$ cat src/rtl/median_pkg.sv
// Shared mode encodings and the stage-2 payload type for median_filter_pipe.
// The payload fields are PIX_W wide, so the filter's DW is expected to equal PIX_W.
package median_pkg;

   localparam logic [1:0] MODE_MIN  = 2'd0;
   localparam logic [1:0] MODE_MAX  = 2'd1;
   localparam logic [1:0] MODE_AMED = 2'd2;
   localparam logic [1:0] MODE_EMED = 2'd3;

   localparam int unsigned PIX_W = 8;

   typedef struct packed {
      logic [PIX_W-1:0] min;
      logic [PIX_W-1:0] max;
      logic [PIX_W-1:0] amed;
      logic [PIX_W-1:0] emed;
      logic [1:0]       mode;
   } s2_pay_t;

endpackage

$ cat src/rtl/sort3.sv
// Combinational 3-input unsigned sorter; equal values keep their input order.
module sort3 #(
   parameter int unsigned DW = 8
) (
   input  logic [DW-1:0] a,
   input  logic [DW-1:0] b,
   input  logic [DW-1:0] c,
   output logic [DW-1:0] lo,
   output logic [DW-1:0] mid,
   output logic [DW-1:0] hi
);

   logic [DW-1:0] x0, x1, y1, y2;

   // Strict compares, so a tie never swaps and the lower-index operand stays low.
   always_comb begin
      x0  = (a > b) ? b : a;
      x1  = (a > b) ? a : b;
      y1  = (x1 > c) ? c : x1;
      y2  = (x1 > c) ? x1 : c;
      lo  = (x0 > y1) ? y1 : x0;
      mid = (x0 > y1) ? x0 : y1;
      hi  = y2;
   end

endmodule

$ cat src/rtl/median_filter_pipe.sv
// 3-stage elastic min/max/median filter over a 3x3 window with valid/ready handshakes.
// Define EXACT_MEDIAN_EN to make mode 3 the true median of 9 rather than the row-median estimate.
module median_filter_pipe
   import median_pkg::*;
#(
   parameter int unsigned DW    = PIX_W,
   parameter int unsigned CNT_W = 16
) (
   input  logic              clk,
   input  logic              rst_n,
   input  logic              in_valid,
   output logic              in_ready,
   input  logic [9*DW-1:0]   in_win,
   input  logic [1:0]        in_mode,
   output logic              out_valid,
   input  logic              out_ready,
   output logic [DW-1:0]     out_pix,
   output logic [1:0]        out_mode,
   output logic [CNT_W-1:0]  win_cnt
);

   logic [2:0][DW-1:0] row_lo, row_mid, row_hi;
   logic [2:0][DW-1:0] lo_q, lo_d, mid_q, mid_d, hi_q, hi_d;
   logic [1:0]         m1_q, m1_d;
   logic               v1_q, v1_d, v2_q, v2_d, v3_q, v3_d;
   s2_pay_t            s2_q, s2_d, s2_new;
   logic [DW-1:0]      pix_q, pix_d;
   logic [1:0]         mode_q, mode_d;
   logic [CNT_W-1:0]   cnt_q, cnt_d;
   logic               ld1, ld2, ld3;
   logic [DW-1:0]      c0_lo, c0_mid, c0_hi, c1_lo, c1_mid, c1_hi, c2_lo, c2_mid, c2_hi;
   logic [DW-1:0]      emed;
   logic               unused_sort;

   for (genvar r = 0; r < 3; r++) begin : g_row
      sort3 #(.DW(DW)) u_row (
         .a   (in_win[(3*r)*DW +: DW]),
         .b   (in_win[(3*r+1)*DW +: DW]),
         .c   (in_win[(3*r+2)*DW +: DW]),
         .lo  (row_lo[r]),
         .mid (row_mid[r]),
         .hi  (row_hi[r])
      );
   end

   // Column sorts of the row-sorted matrix; col0.lo is the min and col2.hi the max.
   sort3 #(.DW(DW)) u_col0 (
      .a(lo_q[0]), .b(lo_q[1]), .c(lo_q[2]), .lo(c0_lo), .mid(c0_mid), .hi(c0_hi)
   );
   sort3 #(.DW(DW)) u_col1 (
      .a(mid_q[0]), .b(mid_q[1]), .c(mid_q[2]), .lo(c1_lo), .mid(c1_mid), .hi(c1_hi)
   );
   sort3 #(.DW(DW)) u_col2 (
      .a(hi_q[0]), .b(hi_q[1]), .c(hi_q[2]), .lo(c2_lo), .mid(c2_mid), .hi(c2_hi)
   );

`ifdef EXACT_MEDIAN_EN
   logic [DW-1:0] e_lo, e_hi;

   // Median of the anti-diagonal of the fully sorted matrix is the median of all nine.
   sort3 #(.DW(DW)) u_emed (
      .a(c0_hi), .b(c1_mid), .c(c2_lo), .lo(e_lo), .mid(emed), .hi(e_hi)
   );
   assign unused_sort = ^{c0_mid, c1_lo, c1_hi, c2_mid, e_lo, e_hi};
`else
   assign emed        = c1_mid;
   assign unused_sort = ^{c0_mid, c0_hi, c1_lo, c1_hi, c2_lo, c2_mid};
`endif

   always_comb begin
      ld3    = !v3_q || out_ready;
      ld2    = !v2_q || ld3;
      ld1    = !v1_q || ld2;
      s2_new = '{min: c0_lo, max: c2_hi, amed: c1_mid, emed: emed, mode: m1_q};

      v1_d   = v1_q;
      v2_d   = v2_q;
      v3_d   = v3_q;
      lo_d   = lo_q;
      mid_d  = mid_q;
      hi_d   = hi_q;
      m1_d   = m1_q;
      s2_d   = s2_q;
      pix_d  = pix_q;
      mode_d = mode_q;
      cnt_d  = cnt_q;

      if (ld1) begin
         v1_d = in_valid;
         if (in_valid) begin
            lo_d  = row_lo;
            mid_d = row_mid;
            hi_d  = row_hi;
            m1_d  = in_mode;
            cnt_d = cnt_q + CNT_W'(1);
         end
      end

      if (ld2) begin
         v2_d = v1_q;
         if (v1_q) s2_d = s2_new;
      end

      if (ld3) begin
         v3_d = v2_q;
         if (v2_q) begin
            mode_d = s2_q.mode;
            case (s2_q.mode)
               MODE_MIN:  pix_d = s2_q.min;
               MODE_MAX:  pix_d = s2_q.max;
               MODE_AMED: pix_d = s2_q.amed;
               default:   pix_d = s2_q.emed;
            endcase
         end
      end
   end

   always_ff @(posedge clk or negedge rst_n) begin
      if (!rst_n) begin
         v1_q   <= 1'b0;
         v2_q   <= 1'b0;
         v3_q   <= 1'b0;
         lo_q   <= '0;
         mid_q  <= '0;
         hi_q   <= '0;
         m1_q   <= '0;
         s2_q   <= '0;
         pix_q  <= '0;
         mode_q <= '0;
         cnt_q  <= '0;
      end else begin
         v1_q   <= v1_d;
         v2_q   <= v2_d;
         v3_q   <= v3_d;
         lo_q   <= lo_d;
         mid_q  <= mid_d;
         hi_q   <= hi_d;
         m1_q   <= m1_d;
         s2_q   <= s2_d;
         pix_q  <= pix_d;
         mode_q <= mode_d;
         cnt_q  <= cnt_d;
      end
   end

   assign in_ready  = ld1;
   assign out_valid = v3_q;
   assign out_pix   = pix_q;
   assign out_mode  = mode_q;
   assign win_cnt   = cnt_q;

endmodule
$ cat config.mk
export PLATFORM = sky130hd
export DESIGN_NAME = median_filter_pipe
export DESIGN_NICKNAME = d
export VERILOG_FILES = /design/src/rtl/median_pkg.sv /design/src/rtl/sort3.sv /design/src/rtl/median_filter_pipe.sv
export SDC_FILE = /design/constraint.sdc
export NUM_CORES = 1
export LEC_CHECK = 0
export BUFFER_PORTS_ARGS = -buffer_cell sky130_fd_sc_hd__buf_2
export CAP_MARGIN = 20
export CORE_MARGIN = 2
export CORE_UTILIZATION = 34
export DETAILED_ROUTE_END_ITERATION = 12
export HOLD_SLACK_MARGIN = 0.05
export PLACE_DENSITY = 0.55
export SYNTH_ARGS = -nofsm -noshare
export SYNTH_HDL_FRONTEND = slang
export SYNTH_HIERARCHICAL = 1
export SYNTH_SLANG_ARGS = --single-unit
$ cat constraint.sdc
create_clock -name clk -period 5 [get_ports clk]
set_input_delay 0.5 -clock clk [delete_from_list [all_inputs] [get_ports clk]]
set_output_delay 0.5 -clock clk [all_outputs]
set_load 0.02 [all_outputs]
==> out/qor.yml, run 1 <==
drtIter0Drc: 752
gp_congestion: 0.951
drv_slew: 0
final-hold-violation-count: 0
fin_crit_ns: 5.02
critical_path.cell_chain: "inv_2 > ha_4 > nor2b_4 > o211ai_2 > a21oi_2 > o22ai_4 > buf_12 > mux2_4 > ha_4 > and4_1 > a21boi_2 > o31ai_2 > buf_4 > buf_4 > mux2i_1 > ha_1 > a21oi_1 > a21oi_2 > o22ai_4 > nor2b_4 > a21oi_4 > buf_6 > o221a_4 > mux2_4"
power.total_mw: 11.0
gr-total-overflow: 0
required_ns: 5.30
final_cell_area_mm2: 0.0156
skew_ns: 0.0137
status: "finished, violations left"
die-area_mm2: 0.0374
finalNetCount: 1800
arrival_ns: 5.32
syn_nets: 1559
clkSinkCount: 129
post-route-util: 0.440
synth_area_mm2: 0.0122
vdd_drop_max_mv: 0.429
dp_slack_ns: -0.381
cts-htree-levels: 4
final_cell_mix: "310 x nand2_1, 163 x buf_4, 129 x dfrtp_1"
antenna_found_initial: 0
cts-root-buf: "clkbuf_16"
vias: 10800
hold_path_class: "input pin to async pin"
slowest_stage: "dfrtp_1"
setup_viol: 1
ant_nets: 0
r2r_start: "lo_q[9]$_DFFE_PN0P_"
r2r_setup_slack_ns: -0.02
synthCells: 1344
rsz0062_at_grt: "yes"
tightest_slew_ns: 0.832
clk_pin_slew_ns: 0.06
drv_cap: 0
dp_cells: 1988
firstDrtPassIters: 9
seq_area_mm2: 0.00323
wirelength_mm: 37.1
drc: 0
critical_path.max_fanout: 5
cts_buffers: 17
rows: 69
grt_first_pass_wirelength_mm: 57.9
yosysWarningCount: 6
grt_use_total: 0.192
finalNonFillerCells: 2058
hpwl_mm: 28.5
grt_max_degree: 89
period_share: 1.00
mostFrequentLayoutCell: "nand2_1"
die_y_um: 193
core-area_mm2: 0.0355
fillers: 3414
multi_input_area_mm2: 0.00871
slowest_delay_ns: 0.44
die_w_um: 193
synthToLayoutAreaGrowth_pct: 28.0
tritoncts: "done"
pwr_density_cell_mw_per_mm2: 708
crit_path_start_kind: "register"
syn_area_per_cell_um2: 9.07
ios: 106
p_leak_nw: 7.48
rr_endpoint: "s2_q[28]$_DFFE_PN0P_"
grt_pass1_vias: 10600
rr_worst_depth: 24
worstSkewPairLatency_ns: 0.43
clock.fmax_mhz: 199
drive_above_1_share: 0.369
setup.worst_path.end_class: "register"
vias_per_cell: 5.24
failed_checks: "setup timing"
setup_ws_ns: -0.0185
path_class: "register to register"
antennaDiodeCount: 0
start_util: 0.344
cts_max_path_buffers: 2
post_drt_wl_per_cell_um: 18.0
maxSlewHeadroom: 0.445
dpl-instance-area_mm2: 0.0138
portBuffers: 105
==> worst max path at each step <==
stage,startpoint,to,slack [ns]
final,lo_q[9]$_DFFE_PN0P_,s2_q[28]$_DFFE_PN0P_,-0.02
after global routing,lo_q[9]$_DFFE_PN0P_,s2_q[28]$_DFFE_PN0P_,-0.12
after CTS,lo_q[9]$_DFFE_PN0P_,s2_q[28]$_DFFE_PN0P_,-0.01
after detailed placement,in_win[25],mid_q[10]$_DFFE_PN0P_,-0.38
after global placement,in_win[25],mid_q[10]$_DFFE_PN0P_,-0.35
after floorplan,in_win[33],mid_q[8]$_DFFE_PN0P_,0.02
==> sequential cells by signal, summed over array words and instances, names as in the netlist <==
register,flops
out_mode,2
m1_q,2
lo_q,24
out_valid,1
v2_q,1
s2_q,26
hi_q,24
out_pix,8
win_cnt,16
v1_q,1
mid_q,24
==> worst max-delay path, delay by kind of cell (launching register included) <==
family                     cells  cell delay [ns]
AOI/OAI and AO/OA             10             1.65
buffers and inverters          5             0.74
and+or+nand+nor                3             0.55
adders and majority gates      3             0.72
muxes                          3             0.79
DFF                            1             0.44
==> stage by stage <==
stage          TNS, ns  hold slack (ns)
6_report       -0.0185            0.153
5_1_grt          -1.73            0.233
4_1_cts        -0.0146            0.188
3_5_place_dp    -12.24            0.465
3_3_place_gp     -8.71            0.454
2_1_floorplan        0            0.204
==> where the power goes <==
group	total [mW]	leakage [nW]	switching, mW	internal [mW]
combinational	7.90	5.61	3.93	3.97
clock	1.41	0.320	0.475	0.934
sequential	1.74	1.55	0.334	1.40
total	11.0	7.48	4.74	6.31
==> per-layer routing <==
| metal | wire length (um) | vias up | track usage | part of all wire |
|---|---|---|---|---|
| li1 | - | 5250 | - | - |
| met1 | 17200 | 5201 | 0.264 | 0.47 |
| met2 | 17300 | 266 | 0.313 | 0.47 |
| met3 | 1460 | 63 | 0.0223 | 0.039 |
| met4 | 1030 | 0 | 0.0636 | 0.028 |
| met5 | 0 | - | 0 | 0 |
==> layout make-up <==
| class | instances | share of cell area |
|---|---|---|
| timing repair buffer | 288 | 0.132 |
| clock inverter | 13 | 0.0152 |
| inverter | 100 | 0.0240 |
| clock buffer | 18 | 0.0275 |
| sequential | 129 | 0.207 |
| tap | 461 | 0.0370 |
| multi-input combinational | 1049 | 0.558 |
==> what timing repair did <==
item / CTS / global route
buffers inserted: 12 / 26
hold buffers: 0 / 0
cloned: 1 / 1
endpoints found under the setup margin: 16 / 64
gates resized for setup: 28 / 106
pin swaps: 13 / 52
Power figures use the tool's default switching activity.
==> run 2: changes to the inputs <==
Settings changed: SYNTH_HIERARCHICAL 1 to not set.
==> run 2 against run 1 <==
  * Total power is 20% lower
  * Largest power group unchanged
  * Synthesized cell count is 4.3% lower
  * Core utilization is 1.6 points lower
  * Non-clock buffer count is 46 lower
  * Critical path depth is 1 higher
  * The run now ends clean
  * Global-route usage is 0.86 points higher
  * Count of clock-buffer cells in the layout stayed put
  * Sequential power hardly changed
  * Design area is 12% lower
  * Maximum frequency is 5.7% higher
  * Hold slack better by 0.012 ns
  * Setup slack better by 0.27 ns
==> out/qor.yml, run 2 <==
synth_commonest_cells: "137 x ha_1, 136 x nand2_1, 129 x dfrtp_1, 110 x inv_1, 81 x o21ai_0"
synthCells: 1286
grt_use_total: 0.201
rr_worst_depth: 19
grt_max_degree: 66
met1Wirelength_mm: 16.1
tightest_slew_ns: 0.846
synthToLayoutAreaGrowth_pct: 23.1
grt_first_pass_wirelength_mm: 53.8
worstSkewPairLatency_ns: 0.43
dr_wl_met3_mm: 1.48
syn_area_per_cell_um2: 8.69
drv_cap: 0
syn_nets: 1501
synthTopCellsByArea: "dfrtp_1 29%, ha_1 15%, nand2_1 4.6%"
required_ns: 5.30
power.total_mw: 8.84
wirelength_mm: 33.8
start_util: 0.344
r2r_start: "mid_q[14]$_DFFE_PN0P_"
synth.distinct_cells: 69
firstDrtPassIters: 5
final_cell_mix: "137 x ha_1, 134 x buf_4, 132 x nand2_1"
drc: 0
pwr_density_cell_mw_per_mm2: 643
gp_congestion: 0.920
setup.worst_path.end_class: "register"
hold_path_class: "input pin to async pin"
skew_ns: 0.0111
vias_per_cell: 5.40
grt_pass1_vias: 10100
portBuffers: 105
maxSlewHeadroom: 0.436
clkSinkCount: 129
yosysMostFrequentCell: "ha_1"
clk_pin_slew_ns: 0.07
post-route-util: 0.424
cts-root-buf: "clkbuf_16"
dp_slack_ns: -0.359
setup_ws_ns: 0.250
vias: 10500
yosysSeqAreaShare: 0.289
vdd_drop_max_mv: 0.347
critical_path.max_fanout: 8
setup_viol: 0
clock.fmax_mhz: 211
gr-total-overflow: 0
rows: 66
ios: 106
finalNetCount: 1702
path_class: "input pin to register"
yosys.area.top_type: "dfrtp_1"
ys.flop_type: "dfrtp_1"
die_w_um: 185
drv_slew: 0
arrival_ns: 5.05
fin_crit_ns: 4.75
cts_max_path_buffers: 2
antenna_found_initial: 0
cts_buffers: 17
netlist.area_leader.share: 0.289
synth-edff-count: 0
mostFrequentLayoutCell: "ha_1"
drive_above_1_share: 0.248
antennaDiodeCount: 0
wl_met2_mm: 15.6
status: "finished clean"
holdWs_ns: 0.164
ant_nets: 0
synth_area_mm2: 0.0112
post_drt_wl_per_cell_um: 17.4
period_share: 0.950
yosysWarningCount: 0
ys_ff_latch: 129
core-area_mm2: 0.0325
die-area_mm2: 0.0343
cts-htree-levels: 4
die_y_um: 185
hpwl_mm: 27.4
rr_endpoint: "s2_q[7]$_DFFE_PN0P_"
largest-register: "s2_q"
tritoncts: "done"
drtIter0Drc: 705
largest_register_ffs: 26
p_leak_nw: 6.71
final-hold-violation-count: 0
top_layer: "met4"
synth-async-reset-ratio: 1.00
r2r_setup_slack_ns: 0.28
crit_path_start_kind: "input pin"
-- run 2: worst max-delay path, stage by stage --
cell      delay, ns
buf_2          0.13
inv_1          0.05
ha_1           0.27
nor2b_1        0.13
o211ai_1       0.28
a211oi_4       0.17
a221oi_2       0.37
nand2_1        0.15
ha_1           0.31
nor2b_1        0.14
o211ai_1       0.18
a21oi_1        0.11
o32ai_2        0.34
buf_4          0.18
nand3_1        0.07
o21ai_1        0.15
ha_1           0.29
nor2b_1        0.14
o21a_1         0.16
o21a_1         0.16
o21bai_1       0.16
a21oi_1        0.12
buf_4          0.17
a31oi_1        0.18
o21ai_1        0.11
-- run 2: kinds of logic (layout without fill, tap and decap cells) --
group	count (synthesis)	after routing	synth area share
AO/OA/AOI/OAI	413	413	0.261
multiplexers	76	76	0.0725
XOR/XNOR	15	15	0.0118
AND/OR/NAND/NOR	346	346	0.151
flip-flops	129	129	0.289
buffers and inverters	170	384	0.0620
adder cells (fa/ha/maj)	137	137	0.153
-- run 2: per-stage QoR --
step | std cells | cell area, um^2 | setup TNS, ns
2_1_floorplan | 1286 | 11200 | 0
3_3_place_gp | 1906 | 13000 | -3.62
3_5_place_dp | 1906 | 13000 | -5.80
4_1_cts | 1938 | 13600 | 0
5_1_grt | 1942 | 13800 | -0.350
6_report | 1942 | 13800 | 0
-- run 2: how the worst max path moves through the flow --
stage | endpoint | startpoint | depth (start not counted)
after global routing | s2_q[3]$_DFFE_PN0P_ | mid_q[9]$_DFFE_PN0P_ | 21
after floorplan | mid_q[22]$_DFFE_PN0P_ | in_win[57] | 24
final | mid_q[11]$_DFFE_PN0P_ | in_win[33] | 25
after global placement | mid_q[22]$_DFFE_PN0P_ | in_win[57] | 23
after CTS | s2_q[3]$_DFFE_PN0P_ | mid_q[9]$_DFFE_PN0P_ | 21
after detailed placement | mid_q[18]$_DFFE_PN0P_ | in_win[57] | 23
-- run 2: routing by layer --
layer	vias to the layer above	global-route usage
li1	5162	-
met5	-	0
met1	5022	0.276
met4	0	0.0476
met3	40	0.0301
met2	269	0.329
-- run 2: area by class of cell --
type                       count  area [um^2]
clock buffer                  18          439
clock inverter                14          140
fill                        3248        18700
inverter                     110          413
multi-input combinational    987         7390
sequential                   129         3230
tap                          442          553
timing repair buffer         242         1590
-- run 2: what timing repair did --
action | in CTS | in global routing
hold buffers | 0 | 0
setup endpoints to repair | 0 | 46
buffers inserted | 0 | 4
gates resized for setup | 0 | 32
-- run 2: report_power, final --
part / switching [mW] / internal [mW] / leakage [nW] / total, mW
clock: 0.512 / 0.713 / 0.287 / 1.23
sequential: 0.338 / 1.43 / 1.59 / 1.77
combinational: 3.34 / 2.50 / 4.83 / 5.84
==> run 3: changes to the inputs <==
Settings changed: ABC_AREA set to 1.
==> run 3 against run 2 <==
  * Largest power group unchanged
  * Flip-flop and latch count did not move
  * Setup slack improved by 0.27 ns
  * Maximum frequency rose by 5.9%
  * Routed wire length rose by 8.5%
  * Via count rose by 16%
  * Register-to-register slack improved by 0.25 ns
  * Final cell count rose by 27%
  * Sequential power rose by 7%
  * Synthesized area rose by 12%
  * Sequential share of layout area fell by 0.60 points
==> out/qor.yml, run 3 <==
hold_buffers: 0
yosysMostFrequentCell: "nand2_1"
rsz0062_at_grt: "no"
antenna_found_initial: 0
grt_max_degree: 98
setup_viol: 0
seq_area_mm2: 0.00323
netlist.area_leader.share: 0.259
p_seq_frac: 0.188
synth-async-reset-ratio: 1.00
start_util: 0.343
drv_slew: 0
syn_area_per_cell_um2: 6.65
arrival_ns: 4.80
ys.flop_type: "dfrtp_1"
dp_slack_ns: 0.0860
fillers: 3827
finalNetCount: 2196
maxSlewHeadroom: 0.372
core-area_mm2: 0.0363
grt_use_total: 0.198
post_drt_wl_per_cell_um: 14.9
ys_ff_latch: 129
yosys.area.top_type: "dfrtp_1"
dp_cells: 2427
drive_above_1_share: 0.131
crit_path_start_kind: "input pin"
synth_commonest_cells: "605 x nand2_1, 266 x nand3_1, 250 x inv_1, 137 x ha_1, 129 x dfrtp_1"
holdWs_ns: 0.145
clock.fmax_mhz: 223
synth.distinct_cells: 41
grt_first_pass_wirelength_mm: 61.0
tightest_slew_ns: 0.941
firstDrtPassIters: 5
drv_cap: 0
setup.worst_path.end_class: "register"
drtIter0Drc: 862
synth_area_mm2: 0.0125
pwr-share-clk: 0.123
mostFrequentLayoutCell: "nand2_1"
finalNonFillerCells: 2462
cts_buffers: 17
die_y_um: 195
vdd_drop_max_mv: 0.420
combPwrFrac: 0.690
largest_register_ffs: 26
synth-edff-count: 0
skew_ns: 0.0143
synthToLayoutAreaGrowth_pct: 13.2
status: "finished clean"
antennaDiodeCount: 0
p_int_mw: 4.85
rr_worst_depth: 29
multi_input_area_mm2: 0.00793
syn_nets: 2089
setup-tns-final_ns: 0
pwr_density_cell_mw_per_mm2: 718
ios: 106
period_share: 0.897
critical_path.max_fanout: 17
path_class: "input pin to register"
rows: 70
die-area_mm2: 0.0382
p_sw_mw: 5.29
final_cell_mix: "605 x nand2_1, 266 x nand3_1, 249 x inv_1"
die_w_um: 195
hold_path_class: "input pin to async pin"
vias_per_cell: 4.95
switching_share: 0.522
cts-htree-levels: 4
tritoncts: "done"
final-hold-violation-count: 0
vias: 12200
clk_pin_slew_ns: 0.07
yosysWarningCount: 0
ant_nets: 0
yosysSeqAreaShare: 0.259
clkSinkCount: 129
p_leak_nw: 8.01
hpwl_mm: 29.6
fin_crit_ns: 4.48
gp_congestion: 0.891
synthTopCellsByArea: "dfrtp_1 26%, nand2_1 18%, ha_1 14%"
worstSkewPairLatency_ns: 0.43
required_ns: 5.32
cts_max_path_buffers: 2
gr-total-overflow: 0
drc: 0
cts-root-buf: "clkbuf_16"
setup_ws_ns: 0.516
wirelength_mm: 36.7
largest-register: "s2_q"
grt_pass1_vias: 12000
portBuffers: 105
synthCells: 1874
[run 3: cell types whose count changed after synthesis, sizes merged, moves of 23 or more]
cell / previous run / this run
a21o: 33 / 10
a21oi: 87 / 124
and2: 5 / 82
buf: 23 / 46
clkbuf: 37 / 7
inv: 110 / 260
mux2: 27 / 1
mux2i: 49 / 0
nand2: 136 / 648
nand3: 57 / 267
nor2: 47 / 79
o211ai: 49 / 0
o21ai: 118 / 16
[run 3: what timing repair did]
item,CTS,global route
resized for setup,0,2
endpoints found under the setup margin,0,8
hold endpoints to repair,0,0
buffers inserted,0,3
[run 3: power groups by stage]
| stage | Combinational [mW] | Sequential (mW) | Clock [mW] |
|---|---|---|---|
| 2_1_floorplan | 5.05 | 1.82 | 0 |
| 3_3_place_gp | 6.78 | 1.92 | 0 |
| 3_5_place_dp | 6.89 | 1.92 | 0 |
| 4_1_cts | 6.94 | 1.90 | 1.28 |
| 5_1_grt | 8.05 | 1.96 | 1.32 |
| 6_report | 7.00 | 1.90 | 1.24 |
[run 3: metal layers]
metal / vias to the layer above / global-route usage / wire, um
met1: 5638 / 0.271 / 17600
met4: 0 / 0.0571 / 779
met5: - / 0 / 0
li1: 6208 / - / -
met2: 294 / 0.322 / 16700
met3: 50 / 0.0314 / 1650
[run 3: worst paths after layout]
check | from | endpoint | slack (ns)
setup reg to reg | lo_q[15]$_DFFE_PN0P_ | s2_q[29]$_DFFE_PN0P_ | 0.53
hold reg to reg | out_mode[0]$_DFFE_PN0P_ | out_mode[0]$_DFFE_PN0P_ | 0.48
max in group asynchronous | rst_n | mid_q[9]$_DFFE_PN0P_ | 3.81
hold / removal | rst_n | out_valid$_DFFE_PN0P_ | 0.15
setup / recovery | in_win[15] | lo_q[7]$_DFFE_PN0P_ | 0.52
min in group clk | in_mode[0] | m1_q[0]$_DFFE_PN0P_ | 0.29
[run 3: cell type report]
class,count,area share
multi-input cells,1430,0.562
flip-flops and latches,129,0.229
inverters,262,0.0699
repair buffers,141,0.0568
well taps,468,0.0415
clock buffers,18,0.0311
clock inverters,14,0.0103
[run 3: cells by family after synthesis]
family	Yosys count	share of synthesized area
flip-flops	129	0.259
AO/OA/AOI/OAI	172	0.0813
XOR/XNOR	15	0.0105
buffers and inverters	315	0.106
AND/OR/NAND/NOR	1105	0.405
multiplexers	1	0.000903
adder cells (fa/ha/maj)	137	0.137
[run 3: stage by stage]
stage / total power, mW / utilization / area (um^2)
2_1_floorplan: 6.87 / - / 12500
3_3_place_gp: 8.70 / 0.371 / 13500
3_5_place_dp: 8.81 / 0.371 / 13500
4_1_cts: 10.1 / 0.387 / 14100
5_1_grt: 11.3 / 0.388 / 14100
6_report: 10.1 / 0.388 / 14100
[run 3: worst max-delay path: stages]
cell and delay, ns:
buf_2 0.10, inv_1 0.05, ha_1 0.28, a21o_1 0.19, nor2_2 0.15, nand2_4 0.15
nand2_4 0.24, nand2_1 0.12, and2_1 0.17, ha_1 0.29, nand2_1 0.07, nor2_1 0.16
nand2_1 0.13, a21boi_4 0.32, nand2_1 0.16, and2_1 0.19, ha_1 0.29, nand2_1 0.08
nor2_1 0.15, nand3_1 0.13, o21ai_2 0.30, buf_4 0.23, nand3_1 0.09, nand2_1 0.06
inv_1 0.04, nand2_1 0.07, nand2_1 0.05
